<file path="src/rtl/gpu_pkg.sv">
// Shared miniGPU constants: core_state encodings seen by the fetcher, decoder, LSUs and ALUs.
// Pure definitions, no logic.
package gpu_pkg;

    localparam int PC_W = 8;

    typedef enum logic [2:0] {
        S_IDLE    = 3'b000,
        S_FETCH   = 3'b001,
        S_DECODE  = 3'b010,
        S_REQUEST = 3'b011,
        S_WAIT    = 3'b100,
        S_EXECUTE = 3'b101,
        S_UPDATE  = 3'b110,
        S_DONE    = 3'b111
    } state_t;

endpackage

</file>
<file path="src/rtl/core_scheduler_if.sv">
// Scheduler bus: dispatcher/datapath side is the master, the scheduler the slave.
// Plain level signals; stalls are expressed through instr_valid and lsu_busy.
interface core_scheduler_if #(
    parameter int THREADS = 4,
    parameter int PC_W    = 8
);
    logic                    start;
    logic [THREADS-1:0]      thread_mask;
    logic                    instr_valid;
    logic                    decoded_ret;
    logic [THREADS-1:0]      lsu_busy;
    logic [THREADS*PC_W-1:0] next_pc;
    logic [2:0]              core_state;
    logic [PC_W-1:0]         current_pc;
    logic                    fetch_req;
    logic                    done;
    logic                    diverged;

    modport master (
        output start, thread_mask, instr_valid, decoded_ret, lsu_busy, next_pc,
        input  core_state, current_pc, fetch_req, done, diverged
    );

    modport slave (
        input  start, thread_mask, instr_valid, decoded_ret, lsu_busy, next_pc,
        output core_state, current_pc, fetch_req, done, diverged
    );
endinterface

</file>
<file path="src/rtl/core_scheduler.sv">
// Per-core sequencer: FETCH..UPDATE loop, single PC, RET detect, sticky divergence flag.
// 6 cycles per instruction plus fetch stalls (instr_valid low) and WAIT stalls (active lsu_busy).
module core_scheduler #(
    parameter int THREADS = 4,
    parameter int PC_W    = 8
) (
    input  logic             clk,
    input  logic             reset,
    core_scheduler_if.slave  bus
);
    import gpu_pkg::*;

    state_t             state_q, state_d;
    logic [PC_W-1:0]    current_pc_q, current_pc_d;
    logic               diverged_q, diverged_d;
    logic [THREADS-1:0] active_mask_q, active_mask_d;

    logic [PC_W-1:0]    sel_pc;
    logic               pc_differs;

    // Lowest-indexed active thread supplies the PC; any other active thread disagreeing is divergence.
    always_comb begin
        sel_pc     = '0;
        pc_differs = 1'b0;
        for (int i = THREADS - 1; i >= 0; i--) begin
            if (active_mask_q[i]) begin
                sel_pc = bus.next_pc[i*PC_W +: PC_W];
            end
        end
        for (int i = 0; i < THREADS; i++) begin
            if (active_mask_q[i] && (bus.next_pc[i*PC_W +: PC_W] != sel_pc)) begin
                pc_differs = 1'b1;
            end
        end
    end

    always_comb begin
        state_d       = state_q;
        current_pc_d  = current_pc_q;
        diverged_d    = diverged_q;
        active_mask_d = active_mask_q;

        unique case (state_q)
            S_IDLE: begin
                current_pc_d = '0;
                diverged_d   = 1'b0;
                if (bus.start) begin
                    if (bus.thread_mask != '0) begin
                        active_mask_d = bus.thread_mask;
                        state_d       = S_FETCH;
                    end else begin
                        state_d = S_DONE;
                    end
                end
            end
            S_FETCH: begin
                if (bus.instr_valid) begin
                    state_d = S_DECODE;
                end
            end
            S_DECODE:  state_d = S_REQUEST;
            S_REQUEST: state_d = S_WAIT;
            S_WAIT: begin
                if ((bus.lsu_busy & active_mask_q) == '0) begin
                    state_d = S_EXECUTE;
                end
            end
            S_EXECUTE: state_d = S_UPDATE;
            S_UPDATE: begin
                if (pc_differs) begin
                    diverged_d = 1'b1;
                end
                if (bus.decoded_ret) begin
                    state_d = S_DONE;
                end else begin
                    current_pc_d = sel_pc;
                    state_d      = S_FETCH;
                end
            end
            S_DONE: begin
                // Clear on the way out so IDLE already shows PC 0 and no divergence.
                if (!bus.start) begin
                    current_pc_d = '0;
                    diverged_d   = 1'b0;
                    state_d      = S_IDLE;
                end
            end
            default: state_d = S_IDLE;
        endcase
    end

    always_ff @(posedge clk or negedge reset) begin
        if (!reset) begin
            state_q       <= S_IDLE;
            current_pc_q  <= '0;
            diverged_q    <= 1'b0;
            active_mask_q <= '0;
        end else begin
            state_q       <= state_d;
            current_pc_q  <= current_pc_d;
            diverged_q    <= diverged_d;
            active_mask_q <= active_mask_d;
        end
    end

    assign bus.core_state = state_q;
    assign bus.current_pc = current_pc_q;
    assign bus.fetch_req  = (state_q == S_FETCH);
    assign bus.done       = (state_q == S_DONE);
    assign bus.diverged   = diverged_q;

endmodule

</file>
<file path="src/flat_wrapper.sv">
// flat-port wrapper written by rule: the top's interface ports become plain ports
module core_scheduler_flat import gpu_pkg::*;
#(
    parameter int THREADS = 4,
    parameter int PC_W    = 8
)
  (clk, reset, bus_start, bus_thread_mask, bus_instr_valid, bus_decoded_ret, bus_lsu_busy, bus_next_pc, bus_core_state, bus_current_pc, bus_fetch_req, bus_done, bus_diverged);
  core_scheduler_if #(.THREADS(THREADS), .PC_W(PC_W)) bus_i ();
  input  logic clk;
  input  logic reset;
  input wire logic [$bits(bus_i.start)-1:0] bus_start;
  input wire logic [$bits(bus_i.thread_mask)-1:0] bus_thread_mask;
  input wire logic [$bits(bus_i.instr_valid)-1:0] bus_instr_valid;
  input wire logic [$bits(bus_i.decoded_ret)-1:0] bus_decoded_ret;
  input wire logic [$bits(bus_i.lsu_busy)-1:0] bus_lsu_busy;
  input wire logic [$bits(bus_i.next_pc)-1:0] bus_next_pc;
  output wire logic [$bits(bus_i.core_state)-1:0] bus_core_state;
  output wire logic [$bits(bus_i.current_pc)-1:0] bus_current_pc;
  output wire logic [$bits(bus_i.fetch_req)-1:0] bus_fetch_req;
  output wire logic [$bits(bus_i.done)-1:0] bus_done;
  output wire logic [$bits(bus_i.diverged)-1:0] bus_diverged;
  assign bus_i.start = bus_start;
  assign bus_i.thread_mask = bus_thread_mask;
  assign bus_i.instr_valid = bus_instr_valid;
  assign bus_i.decoded_ret = bus_decoded_ret;
  assign bus_i.lsu_busy = bus_lsu_busy;
  assign bus_i.next_pc = bus_next_pc;
  assign bus_core_state = bus_i.core_state;
  assign bus_current_pc = bus_i.current_pc;
  assign bus_fetch_req = bus_i.fetch_req;
  assign bus_done = bus_i.done;
  assign bus_diverged = bus_i.diverged;
  core_scheduler #(.THREADS(THREADS), .PC_W(PC_W)) u_core (.clk(clk), .reset(reset), .bus(bus_i));
endmodule
</file>
<file path="config.mk">
export PLATFORM = sky130hd
export DESIGN_NAME = core_scheduler_flat
export DESIGN_NICKNAME = d
export VERILOG_FILES = /design/src/rtl/gpu_pkg.sv /design/src/rtl/core_scheduler_if.sv /design/src/rtl/core_scheduler.sv /design/src/flat_wrapper.sv
export SDC_FILE = /design/constraint.sdc
export NUM_CORES = 1
export LEC_CHECK = 0
export ABC_AREA = 1
export CORE_MARGIN = 2
export CORE_UTILIZATION = 39
export DETAILED_ROUTE_END_ITERATION = 16
export PLACE_DENSITY = 0.82
export SYNTH_ARGS = -nofsm -noshare
export SYNTH_HDL_FRONTEND = slang
export SYNTH_SLANG_ARGS = --single-unit
</file>
<file path="constraint.sdc">
create_clock -name clk -period 2.7 [get_ports clk]
set_input_delay 0.27 -clock clk [delete_from_list [all_inputs] [get_ports clk]]
set_output_delay 0.27 -clock clk [all_outputs]
set_load 0.05 [all_outputs]
</file>
Word-level counts from Yosys, hierarchy flattened
Index checks and enable logic that the tools add are counted.
Storage, ports and cells
  output and inout bits: 14
  input port bits: 45
  register bits: 16
  logic and storage cells: 55
Operators by class
  bitwise operators: 1
  reductions and logical operators: 12
  equality and inequality tests: 17
  mux-type cells: 21
Operators by type and width (count)
  $mux W8: 6
  $ne A8 B8 Y1: 4
  $pmux W3 S8: 1
  $pmux W8 S3: 1
  $mux W3: 6
  $eq A3 B3 Y1 const B: 4
  $reduce_and A3 Y1: 3
  $ne A2 B2 Y1 const B: 4
  $eq A3 B2 Y1 const B: 2
  $mux W1: 6
  $and A4 B4 Y4: 1
  $logic_and A1 B1 Y1: 4
  $logic_not A4 Y1: 1
  $ne A2 B1 Y1 const B: 2
  $reduce_and A4 Y1: 1
  $reduce_bool A4 Y1: 1
  $eq A3 B1 Y1 const B: 1
  $logic_not A3 Y1: 1
  $pmux W1 S3: 1
  $reduce_bool A3 Y1: 1

Depth between registers and ports, before layout
  word-level depth: 12
  gate-level depth with buffers: 15
  mapped depth without buffers: 15

Least setup slack after synthesis
Ideal clock, no wire load.
  path kind: reg-to-reg
  from: register u_core.state_q[1], in the netlist u_core.bus.core_state[1]
  to: register u_core.current_pc_q[0], in the netlist u_core.bus.current_pc[0]
  data required time: 2.575 ns
  path slack: 0.430 ns
  arrival: 2.145 ns
  stages on the path, launching flop included: 10
  clock period less this slack: 2.270 ns
  buffers on the path: 0
  setup time: 0.125 ns
  cells stage by stage: dfrtp_1 inv_1 nor3_2 nand2_1 inv_1 nor2_1 inv_2 nor2_1 nand2_2 o21ai_1
Between the ends
  cells in the longest elaborated chain, start to end: 3
  elaborated cells on any way between the ends: 8
  those cells by class: eq/ne (4); mux (1); reduce/logical (3)
Ends and longest elaborated chain
  from (decl): line core_scheduler.sv:13  | state_t state_q, state_d;
  from (signal assigned): line core_scheduler.sv:99  | state_q <= state_d;
  $eq A3 B3 Y1 *
  via bus_done: line flat_wrapper.sv:20  | output wire logic [$bits(bus_i.done)-1:0] bus_done;
  $ne A2 B2 Y1 (no line) or $reduce_bool A3 Y1 (tied branches)
  $reduce_and A3 Y1 (no line)
  to (signal assigned): line core_scheduler.sv:100  | current_pc_q <= current_pc_d;
  to (decl): line core_scheduler.sv:14  | logic [PC_W-1:0] current_pc_q, current_pc_d;
The timed path passes the listed nets; every way through them passes the cells marked *.
A chain may end at the register's enable or synchronous reset.

Worst setup path after layout
  from: register u_core.state_q[0], in the netlist u_core.bus.core_state[0]
  to: output port bus_fetch_req
Between the ends
  cells in the longest elaborated chain, start to end: 1
Ends and longest elaborated chain
  $eq A3 B1 Y1: line core_scheduler.sv:108  | assign bus.fetch_req = (state_q == S_FETCH);
  to (decl): line flat_wrapper.sv:19  | output wire logic [$bits(bus_i.fetch_req)-1:0] bus_fetch_req;
No other way between the ends.

==> out/summary.txt <==
First drt pass iteration count: 4
Final period util: 78.3%
Total negative slack: 0 ps
Slew @ Worst Pin: 709 ps
Int Power: 977 µW
Synth Net Count: 317
Slew Limit Fails: 0
Headroom to the max-slew limit: 52.6%
1st-iter DRT viols: 105
RSZ-0062 raised after global routing: false
Clock Power Share: 9.7%
Clock skew: 0.871 ps
Leak Pwr: 0.00113 µW
Max Clk Rate: 0.473 GHz
Syn Inst Count: 272
Root Buffer: clkbuf_8
Fin area: 2270 µm²
DP Wirelength: 3560 µm
Gr ovfl total: 0
Logic pwr share: 68.3%
Crit Path Max Fanout: 6
RePlAce Congestion: 0.882
Drt total wl: 4490 µm
VDD IR max: 0.000603 V
CTS Hold Bufs: 0
CP Launch Type: flip-flop
Reg power frac: 22.0%
Gr usage total: 20.7%
Largest net degree at the start of global routing: 17
Vias post-DR: 1,912
Crit path arrival time: 1840 ps
Post-synth EDFFs: 0
Initial antenna violation count: 0
Switching part of the total: 55.6%
NetSw: 1230 µW
Power Dens Cells: 971 nW/µm²
DR vias/cell: 5.04
Bufs on Longest Clock Path: 2
Critical Path RT: 2430 ps
Cells on worst reg2reg path: 12
Htree depth: 1
Final setup violation count: 0
Layout cells sized above 1: 11.2%
Post-CTS setup buffer count: 0
Most frequent cells in the layout: 88 x nand2_1, 58 x clkdlybuf4s50_1, 35 x nand3_1
Post-place instance area: 2210 µm²
Hold Crit Class: input pin to asynchronous set/reset pin
Post-Syn Area: 1610 µm²
Register area share after synthesis: 24.8%
Number of distinct library cells after synthesis: 26
TritonCTS buffer count: 3
Worst-path clk slew: 70 ps
Global-route wire length before repair: 7440 µm
Ys async rst share: 100%
Die height: 68.3 µm
CTS tree: built
Worst skew pair latency: 250 ps
Crit end category: output pin
Initial Utilization: 40.3%
Routed WL per cell: 11.8 µm
Core ar.: 4000 µm²
Number of global-route vias before repair: 1,703
Boundary Pins: 59
I/O Buffers: 58
FP Rows: 23
Fin. Hold Viols: 0
Synthesized flop and latch total: 16
Die X: 68.3 µm
Worst hold margin: 445 ps
Max cap viols: 0
Top_reg_cell synth: dfrtp_1
Residual DRC count: 0
R2R setup slack: 730 ps
Area growth syn-to-layout: 40.8%
Nets: 375
Yosys Warn Count: 0
Final min period: 2110 ps
Status: finished clean
N_diodes: 0
Die ar.: 4660 µm²
Synth Area per Inst: 5.92 µm²
Filler instances: 406
Worst Setup Path Type: flip-flop to output pin
Commonest non-fill, non-tap cell in the layout: nand2_1
CTS resizes: 0
Clock Sinks: 16
Antenna Nets Post-Route: 0
## through the flow
| step | std cells | setup WS (ps) | util [%] | total power [µW] |
|---|---|---|---|---|
| after floorplan | 272 | 430 | - | 1600 |
| after global placement | 375 | 802 | 55.3 | 1950 |
| after detailed placement | 375 | 773 | 55.3 | 1980 |
| after CTS | 379 | 588 | 56.7 | 2210 |
| after global routing | 379 | 464 | 56.7 | 2410 |
| final | 379 | 587 | 56.7 | 2200 |
## synthesized netlist by cell type, types with 2 or more instances
cell type	number	area, µm²
buf_6	2	22.5
o21ai_0	16	80.1
nor3_1	2	10.0
nand3_1	35	175
nand3b_1	3	22.5
nand4_1	3	18.8
inv_1	32	120
nand2_1	88	330
nor2_1	18	67.6
dfrtp_1	16	400
buf_4	2	15.0
inv_2	6	22.5
a21oi_2	7	61.3
o21ai_1	7	35.0
nand2_2	17	106
a21oi_1	3	15.0
or2_1	6	37.5
## final timing paths
path,end,start
worst min register to register,u_core.bus.current_pc[7],u_core.bus.current_pc[7]
worst min-delay path,u_core.bus.current_pc[0],reset
worst max-delay path,bus_fetch_req,u_core.bus.core_state[0]
max in group asynchronous,u_core.active_mask_q[1],reset
worst max register to register,u_core.bus.diverged,u_core.active_mask_q[0]
min in group clk,u_core.bus.current_pc[7],u_core.bus.current_pc[7]
## power by group through the flow
stage / combinational (µW) / sequential [µW] / clock (µW)
after global routing: 1680 / 502 / 228
after floorplan: 1060 / 547 / 0
after global placement: 1470 / 482 / 0
after detailed placement: 1500 / 486 / 0
after CTS: 1500 / 482 / 218
final: 1500 / 485 / 214
## sequential cells by signal, indices dropped and copies added, names as in the netlist
name                   cells
u_core.bus.current_pc      8
u_core.active_mask_q       4
u_core.bus.core_state      3
u_core.bus.diverged        1
## final cells by class
type | count | area, µm² | area share [%]
flip-flops and latches | 16 | 400 | 17.7
multi-input cells | 213 | 1030 | 45.3
repair buffers | 58 | 581 | 25.6
inverters | 38 | 143 | 6.29
well taps | 50 | 62.6 | 2.76
clock buffers | 4 | 55.1 | 2.43
## logic make-up after synthesis
kind of cell | Yosys count | share of synthesized area, %
buffers and inverters | 43 | 11.4
AOI/OAI and AO/OA | 36 | 13.5
and+or+nand+nor | 177 | 50.2
DFF | 16 | 24.8
## critical path, stage by stage, from the launching register on
cell	delay (ps)
dfrtp_1	460
inv_2	70
nor2_1	110
nand2_1	100
inv_1	60
clkdlybuf4s50_1	790
## per-layer routing
| metal | track usage [%] | wire (µm) | vias up |
|---|---|---|---|
| met1 | 26.9 | 1910 | 843 |
| met3 | 3.45 | 327 | 10 |
| met2 | 35.8 | 2140 | 68 |
| met5 | 0 | 0 | - |
| li1 | - | - | 991 |
| met4 | 4.75 | 114 | 0 |
No activity file was read; power rests on OpenSTA's default activity.
